**src/rtl/ysyx_22051145_redir_pkg.sv**
```systemverilog
// Shared constants, state encoding and target-formation helper for the
// redirect controller slice.
package ysyx_22051145_redir_pkg;

    localparam int unsigned XLEN      = 64;
    localparam int unsigned MAX_OUTST = 3;
    localparam int unsigned CNT_W     = 2;

    typedef enum logic [1:0] {
        ST_IDLE     = 2'd0,
        ST_REDIRECT = 2'd1,
        ST_DRAIN    = 2'd2
    } state_e;

    // jalr-style bit-0 clear, applied to every redirect source
    function automatic logic [XLEN-1:0] redir_tgt(input logic [XLEN-1:0] t);
        return {t[XLEN-1:1], 1'b0};
    endfunction

endpackage

```
**src/rtl/ysyx_22051145_redirect_ctrl_if.sv**
```systemverilog
// IFU-facing bundle: redirect handshake plus fetch request/response tracking.
interface ysyx_22051145_redirect_ctrl_if
    import ysyx_22051145_redir_pkg::*;
();

    logic            redir_valid;
    logic [XLEN-1:0] redir_addr;
    logic            redir_ready;
    logic            if_req_fire;
    logic            if_rsp_fire;
    logic            rsp_discard;

    modport master (
        output redir_valid, redir_addr, rsp_discard,
        input  redir_ready, if_req_fire, if_rsp_fire
    );

    modport slave (
        input  redir_valid, redir_addr, rsp_discard,
        output redir_ready, if_req_fire, if_rsp_fire
    );

endinterface

```
**src/rtl/ysyx_22051145_outst_cnt.sv**
```systemverilog
// Small up/down counter with synchronous load; exposes both the current and
// the next value so callers can act on this cycle's events.
module ysyx_22051145_outst_cnt
    import ysyx_22051145_redir_pkg::*;
#(
    parameter int unsigned W = CNT_W
) (
    input  logic         clk,
    input  logic         rst_n,
    input  logic         inc_i,
    input  logic         dec_i,
    input  logic         load_i,
    input  logic [W-1:0] load_val_i,
    output logic [W-1:0] cnt_o,
    output logic [W-1:0] cnt_next_o
);

    logic [W-1:0] cnt_q, cnt_d;

    always_comb begin
        cnt_d = cnt_q;
        if (load_i) begin
            cnt_d = load_val_i;
        end else if (inc_i && !dec_i) begin
            cnt_d = cnt_q + W'(1);
        end else if (dec_i && !inc_i) begin
            cnt_d = cnt_q - W'(1);
        end
    end

    always_ff @(posedge clk or negedge rst_n) begin
        if (!rst_n) begin
            cnt_q <= '0;
        end else begin
            cnt_q <= cnt_d;
        end
    end

    assign cnt_o      = cnt_q;
    assign cnt_next_o = cnt_d;

endmodule

```
**src/rtl/ysyx_22051145_redirect_ctrl.sv**
```systemverilog
// Sequences jump/trap redirects to the IFU, flushes the front end, stalls EX
// while a redirect is pending and discards fetch responses made stale by it.
module ysyx_22051145_redirect_ctrl
    import ysyx_22051145_redir_pkg::*;
(
    input  logic            clk,
    input  logic            rst_n,
    input  logic            ex_valid,
    input  logic            ex_jump,
    input  logic [XLEN-1:0] ex_target,
    input  logic            trap_valid,
    input  logic [XLEN-1:0] trap_target,
    output logic            flush,
    output logic            ex_stall,
    output logic            misalign,
    output logic [XLEN-1:0] misalign_addr,
    ysyx_22051145_redirect_ctrl_if.master ifu_bus
);

    state_e          state_q, state_d;
    logic            redir_valid_q, redir_valid_d;
    logic [XLEN-1:0] redir_addr_q, redir_addr_d;
    logic            misalign_q, misalign_d;
    logic [XLEN-1:0] misalign_addr_q, misalign_addr_d;

    logic             req, rsp, ready;
    logic             disc_load, discard;
    logic [CNT_W-1:0] outst_cnt, outst_next, disc_cnt, disc_next;

    assign req   = ifu_bus.if_req_fire;
    assign rsp   = ifu_bus.if_rsp_fire;
    assign ready = ifu_bus.redir_ready;

    ysyx_22051145_outst_cnt #(.W(CNT_W)) u_outst (
        .clk        (clk),
        .rst_n      (rst_n),
        .inc_i      (req),
        .dec_i      (rsp),
        .load_i     (1'b0),
        .load_val_i ('0),
        .cnt_o      (outst_cnt),
        .cnt_next_o (outst_next)
    );

    ysyx_22051145_outst_cnt #(.W(CNT_W)) u_discard (
        .clk        (clk),
        .rst_n      (rst_n),
        .inc_i      (1'b0),
        .dec_i      (discard),
        .load_i     (disc_load),
        .load_val_i (outst_next),
        .cnt_o      (disc_cnt),
        .cnt_next_o (disc_next)
    );

    assign discard  = (state_q == ST_DRAIN) && rsp && (disc_cnt != '0);
    assign ex_stall = (state_q == ST_REDIRECT);

    always_comb begin
        state_d         = state_q;
        redir_valid_d   = redir_valid_q;
        redir_addr_d    = redir_addr_q;
        misalign_d      = 1'b0;
        misalign_addr_d = misalign_addr_q;
        flush           = 1'b0;
        disc_load       = 1'b0;
        case (state_q)
            ST_IDLE, ST_DRAIN: begin
                if (trap_valid) begin
                    flush         = 1'b1;
                    redir_valid_d = 1'b1;
                    redir_addr_d  = redir_tgt(trap_target);
                    state_d       = ST_REDIRECT;
                end else if (ex_valid && ex_jump) begin
                    if (ex_target[1]) begin
                        misalign_d      = 1'b1;
                        misalign_addr_d = ex_target;
                    end else begin
                        flush         = 1'b1;
                        redir_valid_d = 1'b1;
                        redir_addr_d  = redir_tgt(ex_target);
                        state_d       = ST_REDIRECT;
                    end
                end else if (state_q == ST_DRAIN && disc_next == '0) begin
                    state_d = ST_IDLE;
                end
            end
            ST_REDIRECT: begin
                if (trap_valid) begin
                    flush        = 1'b1;
                    redir_addr_d = redir_tgt(trap_target);
                end
                // a trap coinciding with the handshake re-arms the request
                if (ready) begin
                    disc_load = 1'b1;
                    if (!trap_valid) begin
                        redir_valid_d = 1'b0;
                        state_d       = (outst_next != '0) ? ST_DRAIN : ST_IDLE;
                    end
                end
            end
            default: state_d = ST_IDLE;
        endcase
    end

    always_ff @(posedge clk or negedge rst_n) begin
        if (!rst_n) begin
            state_q         <= ST_IDLE;
            redir_valid_q   <= 1'b0;
            redir_addr_q    <= '0;
            misalign_q      <= 1'b0;
            misalign_addr_q <= '0;
        end else begin
            state_q         <= state_d;
            redir_valid_q   <= redir_valid_d;
            redir_addr_q    <= redir_addr_d;
            misalign_q      <= misalign_d;
            misalign_addr_q <= misalign_addr_d;
        end
    end

    assign ifu_bus.redir_valid = redir_valid_q;
    assign ifu_bus.redir_addr  = redir_addr_q;
    assign ifu_bus.rsp_discard = discard;
    assign misalign            = misalign_q;
    assign misalign_addr       = misalign_addr_q;

`ifndef SYNTHESIS
    a_no_overflow: assert property (@(posedge clk) disable iff (!rst_n)
        !(req && !rsp && outst_cnt == CNT_W'(MAX_OUTST)));
    a_no_underflow: assert property (@(posedge clk) disable iff (!rst_n)
        !(rsp && !req && outst_cnt == '0));
`endif

endmodule

```
**src/flat_wrapper.sv**
```systemverilog
// flat-port wrapper written by rule: the top's interface ports become plain ports
module ysyx_22051145_redirect_ctrl_flat import ysyx_22051145_redir_pkg::*;
  (clk, rst_n, ex_valid, ex_jump, ex_target, trap_valid, trap_target, flush, ex_stall, misalign, misalign_addr, ifu_bus_redir_valid, ifu_bus_redir_addr, ifu_bus_rsp_discard, ifu_bus_redir_ready, ifu_bus_if_req_fire, ifu_bus_if_rsp_fire);
  ysyx_22051145_redirect_ctrl_if ifu_bus_i ();
  input  logic clk;
  input  logic rst_n;
  input  logic ex_valid;
  input  logic ex_jump;
  input  logic [XLEN-1:0] ex_target;
  input  logic trap_valid;
  input  logic [XLEN-1:0] trap_target;
  output logic flush;
  output logic ex_stall;
  output logic misalign;
  output logic [XLEN-1:0] misalign_addr;
  output wire logic [$bits(ifu_bus_i.redir_valid)-1:0] ifu_bus_redir_valid;
  output wire logic [$bits(ifu_bus_i.redir_addr)-1:0] ifu_bus_redir_addr;
  output wire logic [$bits(ifu_bus_i.rsp_discard)-1:0] ifu_bus_rsp_discard;
  input wire logic [$bits(ifu_bus_i.redir_ready)-1:0] ifu_bus_redir_ready;
  input wire logic [$bits(ifu_bus_i.if_req_fire)-1:0] ifu_bus_if_req_fire;
  input wire logic [$bits(ifu_bus_i.if_rsp_fire)-1:0] ifu_bus_if_rsp_fire;
  assign ifu_bus_redir_valid = ifu_bus_i.redir_valid;
  assign ifu_bus_redir_addr = ifu_bus_i.redir_addr;
  assign ifu_bus_rsp_discard = ifu_bus_i.rsp_discard;
  assign ifu_bus_i.redir_ready = ifu_bus_redir_ready;
  assign ifu_bus_i.if_req_fire = ifu_bus_if_req_fire;
  assign ifu_bus_i.if_rsp_fire = ifu_bus_if_rsp_fire;
  ysyx_22051145_redirect_ctrl u_core (.clk(clk), .rst_n(rst_n), .ex_valid(ex_valid), .ex_jump(ex_jump), .ex_target(ex_target), .trap_valid(trap_valid), .trap_target(trap_target), .flush(flush), .ex_stall(ex_stall), .misalign(misalign), .misalign_addr(misalign_addr), .ifu_bus(ifu_bus_i));
endmodule
```
**config.mk**
```make
export PLATFORM = sky130hd
export DESIGN_NAME = ysyx_22051145_redirect_ctrl_flat
export DESIGN_NICKNAME = d
export VERILOG_FILES = /design/src/rtl/ysyx_22051145_redir_pkg.sv /design/src/rtl/ysyx_22051145_redirect_ctrl_if.sv /design/src/rtl/ysyx_22051145_outst_cnt.sv /design/src/rtl/ysyx_22051145_redirect_ctrl.sv /design/src/flat_wrapper.sv
export SDC_FILE = /design/constraint.sdc
export NUM_CORES = 1
export LEC_CHECK = 0
export CAP_MARGIN = 0
export CORE_MARGIN = 3
export CORE_UTILIZATION = 45
export CTS_CLUSTER_SIZE = 14
export DETAILED_ROUTE_END_ITERATION = 10
export PLACE_DENSITY = 0.85
export SLEW_MARGIN = 20
export SYNTH_ARGS = -nofsm -noshare
export SYNTH_HDL_FRONTEND = slang
export SYNTH_SLANG_ARGS = --single-unit
```
**constraint.sdc**
```tcl
create_clock -name clk -period 3.04 [get_ports clk]
set_input_delay 0.304 -clock clk [delete_from_list [all_inputs] [get_ports clk]]
set_output_delay 0.304 -clock clk [all_outputs]
set_load 0.01 [all_outputs]
```
Yosys cells after proc, flatten, opt, wreduce, memory -nomap -nowiden --
Index checks and enable logic that the tools add are counted. W data, S select, Z words.
Word-level totals: register bits 136, input bits 136, output and inout port bits 133, logic and storage cells 72
Operators by class: add/sub/neg operators 3, eq/ne operators 9, mux-type cells 34, bitwise gates (word level) 1, reduce and logical (&&, ||, !) cells 18
Operators by type and width (number):
- $mux W64 | 4
- $pmux W64 S2 | 1
- $mux W2 | 11
- $mux W1 | 15
- $reduce_and A4 Y1 | 3
- $logic_and A1 B1 Y1 | 6
- $reduce_bool A2 Y1 | 3
- $reduce_and A5 Y1 | 1
- $logic_not A2 Y1 | 2
- $ne A2 B2 Y1 const B | 2
- $ne A4 B2 Y1 const B | 1
- $ne A4 B4 Y1 const B | 1
- $pmux W1 S2 | 2
- $pmux W2 S2 | 1
- $sub A2 B1 Y2 const B | 2
- $ne A3 B2 Y1 const B | 1
- $ne A3 B3 Y1 const B | 1
- $add A2 B1 Y2 const B | 1
- $eq A2 B1 Y1 const B | 1
- $eq A2 B2 Y1 const B | 1
- $logic_not A1 Y1 | 2
- $ne A2 B1 Y1 const B | 1
- $reduce_or A2 Y1 | 1
- $not A1 Y1 | 1

Depth between registers and ports, before layout --
depth in word-level cells 11, gate-level depth with buffers 7, depth with buffers taken out 7

Hierarchy --
Synthesis repeated with hierarchy kept, for this count alone.
Second synthesis, totals: cells, all modules 467, area total of the unflattened synthesis 5906.9 um^2
Modules (own cells, without submodules):
- ysyx_22051145_redirect_ctrl | times used 1, cells each 441, area an instance 5661.7 um^2
- ysyx_22051145_outst_cnt | times used 2, cells each 13, area an instance 122.6 um^2

Least setup slack after synthesis --
OpenSTA, ideal clock, no wires.
kind register to register, start reg u_core.u_discard.cnt_q[0] (netlist: u_core.u_discard.cnt_o[0]), end reg u_core.state_q[1], library setup time 0.128 ns, data arrival time 1.386 ns, data required time 2.912 ns, setup slack 1.526 ns, cell stages (with the launch flop) 8, buffers on the path 0, period minus slack after synthesis 1.514 ns, cells stage by stage dfrtp_1 > inv_1 > ha_1 > and4bb_4 > xnor2_1 > o21ai_0 > nor4_1 > o21ai_1
On the way: longest elaborated chain between the ends 8, elaborated cells on any way between the ends 9
Ends and longest elaborated chain:
- start: declaration | RTL line ysyx_22051145_outst_cnt.sv:18 | logic [W-1:0] cnt_q, cnt_d;
- start signal: assignment | RTL line ysyx_22051145_outst_cnt.sv:35 | cnt_q <= cnt_d;
- $reduce_bool A2 Y1 | RTL line ysyx_22051145_redirect_ctrl.sv:56 | assign discard = (state_q == ST_DRAIN) && rsp && (disc_cnt != '0);
- $logic_and A1 B1 Y1 | RTL line ysyx_22051145_redirect_ctrl.sv:56
- via ifu_bus_rsp_discard | RTL line flat_wrapper.sv:18 | output wire logic [$bits(ifu_bus_i.rsp_discard)-1:0] ifu_bus_rsp_discard;
- $mux W2 | RTL line ysyx_22051145_outst_cnt.sv:26 | end else if (dec_i && !inc_i) begin
- $mux W2 | RTL line ysyx_22051145_outst_cnt.sv:22 | if (load_i) begin
- $logic_not A2 Y1 | RTL line ysyx_22051145_redirect_ctrl.sv:84 | end else if (state_q == ST_DRAIN && disc_next == '0) begin
- $logic_and A1 B1 Y1 | RTL line ysyx_22051145_redirect_ctrl.sv:84
- $ne A4 B2 Y1 (no source line)
- $reduce_and A4 Y1 (no source line)
- end signal: assignment | RTL line ysyx_22051145_redirect_ctrl.sv:114 | state_q <= state_d;
- end: declaration | RTL line ysyx_22051145_redirect_ctrl.sv:20 | state_e state_q, state_d;
The timed path passes the listed nets, and every way through them passes these cells. A chain may end at the register's enable or synchronous reset.

Worst setup path in the final report --
start reg u_core.state_q[0], end out flush
On the way: longest elaborated chain between the ends 3, elaborated cells on any way between the ends 5
Ends and longest elaborated chain:
- $eq A2 B2 Y1 or $logic_not A2 Y1 (tied branches) | RTL line ysyx_22051145_redirect_ctrl.sv:67 | case (state_q)
- $reduce_or A2 Y1 | RTL line ysyx_22051145_redirect_ctrl.sv:67
- $pmux W1 S2 (*) | RTL line ysyx_22051145_redirect_ctrl.sv:67
- end: declaration | RTL line flat_wrapper.sv:12 | output logic flush;
Every way passes the cells marked *; elsewhere a longest branch is shown, timed or not.

==> metrics.md <==
| Metric | Value |
|---|---|
| Outcome | complete, no violations |
| Commonest non-fill, non-tap cells in the layout | 265 x clkdlybuf4s50_1, 255 x nand2_1, 135 x dfrtp_1 |
| Drc violations | 0 |
| Worst-Skew Late Latency | around 0.42 ns |
| Initial antenna violation count | 0 |
| Final Cell Area | between 9000 and 10000 um2 |
| Rel. slew slack | 45.6% |
| Synth Area per Inst | 10.1 um2 |
| Worst Path Class, Setup | flip-flop to output port |
| Clk sinks | ~140 |
| Leakage | around 4.2 nW |
| # rows | ~40 |
| 1st-iter DRT viols | 218 |
| Die width | 122 um |
| Starting density of the core | 46.8% |
| Yosys reg bits | approximately 140 |
| H-Tree Depth | 4 |
| Vias | 5192 |
| CTS tree | yes |
| Vias in the first global route | 5467 |
| Largest net degree at the start of global routing | 125 |
| Mapped Area | around 6000 um2 |
| Yosys Warn Count | 0 |
| MaxCap Viol Count | 0 |
| Root buffer cell | clkbuf_16 |
| Fmax | 0.424 GHz |
| Final max-slew violation count | 0 |
| DR WL/cell | 17.0 um |
| Post-synthesis cell count | 596 |
| Initial DRT Pass Iterations | 5 |
| Skew final | 0.00536 ns |
| Overall power | 7.02 mW |
| CTS Buf Count | 17 |
| Share of cells above drive strength 1 | between 8 and 9% |
| Class of the tightest hold or removal check | input pin to flip-flop |
| First-pass GRT wire length | 27.6 mm |
| Total congestion overflow | 0 |
| Post-DP HPWL | 12.7 mm |
| Final nets | just under 1000 |
| Setup TNS | 0 ns |
| Worst setup SP type | flip-flop |
| Detail-routed via count per cell | approximately 5 |
| Commonest non-fill, non-tap cell in the layout | clkdlybuf4s50_1 |
| Worst vdd ir | ~0.58 mV |
| Worst Tran Pin Value | approximately 0.82 ns |
| Final Hold Vio Count | 0 |
| Clk buf depth | 2 |
| PD cells | 756 nW/um2 |
| Ys async rst share | 100% |
| Post-cts repair resize count | 0 |
| Antenna Cells | 0 |
| Count of cell types in the netlist | 38 |
| Post-synth top flop | dfrtp_1 |
| Critical Path RT | 2.74 ns |
| WHS Path Cells | 3 |
| Core area | 12900 um2 |
| EDFF count, synth | 0 |
| M1 wire length | 6.27 mm |
| # setup viols final | 0 |
| Sequential share of the synthesized area | 56.1% |
| Layout area overhead | 54.2% |
| RSZ-0062 raised after global routing | no |
| Cts hold-fix bufs | 1 |
| Placer Congestion | 0.835 |
| Die area | 14800 um2 |
| Uppermost layer routed | met4 |
| Routed wl met3 | 1.82 mm |
| Util after Layout | between 70% and 80% |
| Crit path capture type | output port |
| Reg2Reg Depth | 5 |
| Worst Hold Margin | 0.442 ns |
| WL met2 | 8.75 mm |
| Period minus WS final | 2.36 ns |
| Clock slew at reported path FFs | 0.06 ns |
| WP data arrival | 2.05 ns |
| Syn Nets | between 700 and 800 |
| Post-Route WL | 17.7 mm |
| CP max FO | 11 |
| Final worst-path cycle share | 77.5% |
| DRT antenna net count | 0 |
| Setup bufs post-CTS | 0 |
| Num ports | 269 |
| Port Buf Inserts | 266 |
| Die height | 122 um |
| GRT Overall Usage | 24.3% |
| DP Area | about 8700 um2 |
worst max-delay path: stages (launching register included):
cell and delay (ns):
dfrtp_1 0.54, nand2_1 0.23, a21oi_4 0.26, inv_1 0.07, clkdlybuf4s50_1 0.54
cells by family (layout without fill, tap and decap cells):
logic type / count (synthesis) / in the layout / synth area share [%]
adders and majority gates: 1 / 1 / 0.208
DFF: 135 / 135 / 56.1
xor gates and xnor gates: 4 / 4 / 0.582
buffers and inverters: 41 / 312 / 5.63
other: 1 / 1 / 0.0623
AOI/OAI and AO/OA: 77 / 77 / 8.75
muxes: 62 / 62 / 10.3
and+or+nand+nor: 275 / 275 / 18.4
area by class of cell:
| cell class | count | area (um2) |
|---|---|---|
| tap | 172 | 215 |
| clock buffer | 25 | 495 |
| timing repair buffer | 274 | 2750 |
| fill | 898 | 3590 |
| sequential | 135 | 3380 |
| multi-input combinational | 420 | 2310 |
| inverter | 6 | 22.5 |
| clock inverter | 7 | 116 |
flip-flops by register name, summed over array words and instances, names as in the netlist:
| register | count |
|---|---|
| u_core.misalign | 1 |
| u_core.u_outst.cnt_o | 2 |
| u_core.ifu_bus.redir_valid | 1 |
| u_core.u_discard.cnt_o | 2 |
| u_core.state_q | 2 |
| u_core.ifu_bus.redir_addr | 63 |
| u_core.misalign_addr | 64 |
metrics by stage:
stage / worst slack (ns) / instances
after global routing: 0.625 / 1039
after detailed placement: 0.703 / 1006
final: 0.684 / 1039
after floorplan: 1.53 / 596
after CTS: 0.694 / 1039
after global placement: 0.811 / 1006
cell usage after synthesis, drive strengths merged, types with 2 or more instances:
master,n,share of area (%)
a21oi,4,0.52
buf,29,4.8
clkbuf,6,0.44
dfrtp,135,56
inv,6,0.37
mux2i,62,10
nand2,255,16
nand2b,3,0.31
nand3,2,0.17
nand3b,2,0.25
nor2,5,0.62
nor2b,3,0.31
o21ai,67,7.5
o22ai,2,0.21
xnor2,3,0.44
path summary, 6_finish.rpt:
| check | slack (ns) | startpoint | to |
|---|---|---|---|
| worst max-delay path | 0.68 | u_core.state_q[0] | flush |
| worst min register to register | 0.47 | u_core.misalign_addr[1] | u_core.misalign_addr[1] |
| max in group asynchronous | 1.72 | rst_n | u_core.misalign_addr[1] |
| min in group asynchronous | 0.50 | rst_n | u_core.misalign_addr[10] |
| worst max register to register | 1.07 | u_core.state_q[0] | u_core.ifu_bus.redir_addr[13] |
| worst min-delay path | 0.44 | ex_target[12] | u_core.misalign_addr[12] |
routing by layer:
layer | GRT usage (%) | vias up
li1 | - | 2457
met1 | 25.4 | 2447
met2 | 40.9 | 233
met3 | 10.5 | 55
met4 | 13.4 | 0
met5 | 0 | -
report_power, final:
group | internal, mW | switching (mW) | total, mW
Sequential | 2.29 | 0.285 | 2.57
Combinational | 1.28 | 1.04 | 2.32
Clock | 1.38 | 0.750 | 2.13
Total | 4.94 | 2.08 | 7.02
Power figures use the tool's default switching activity.
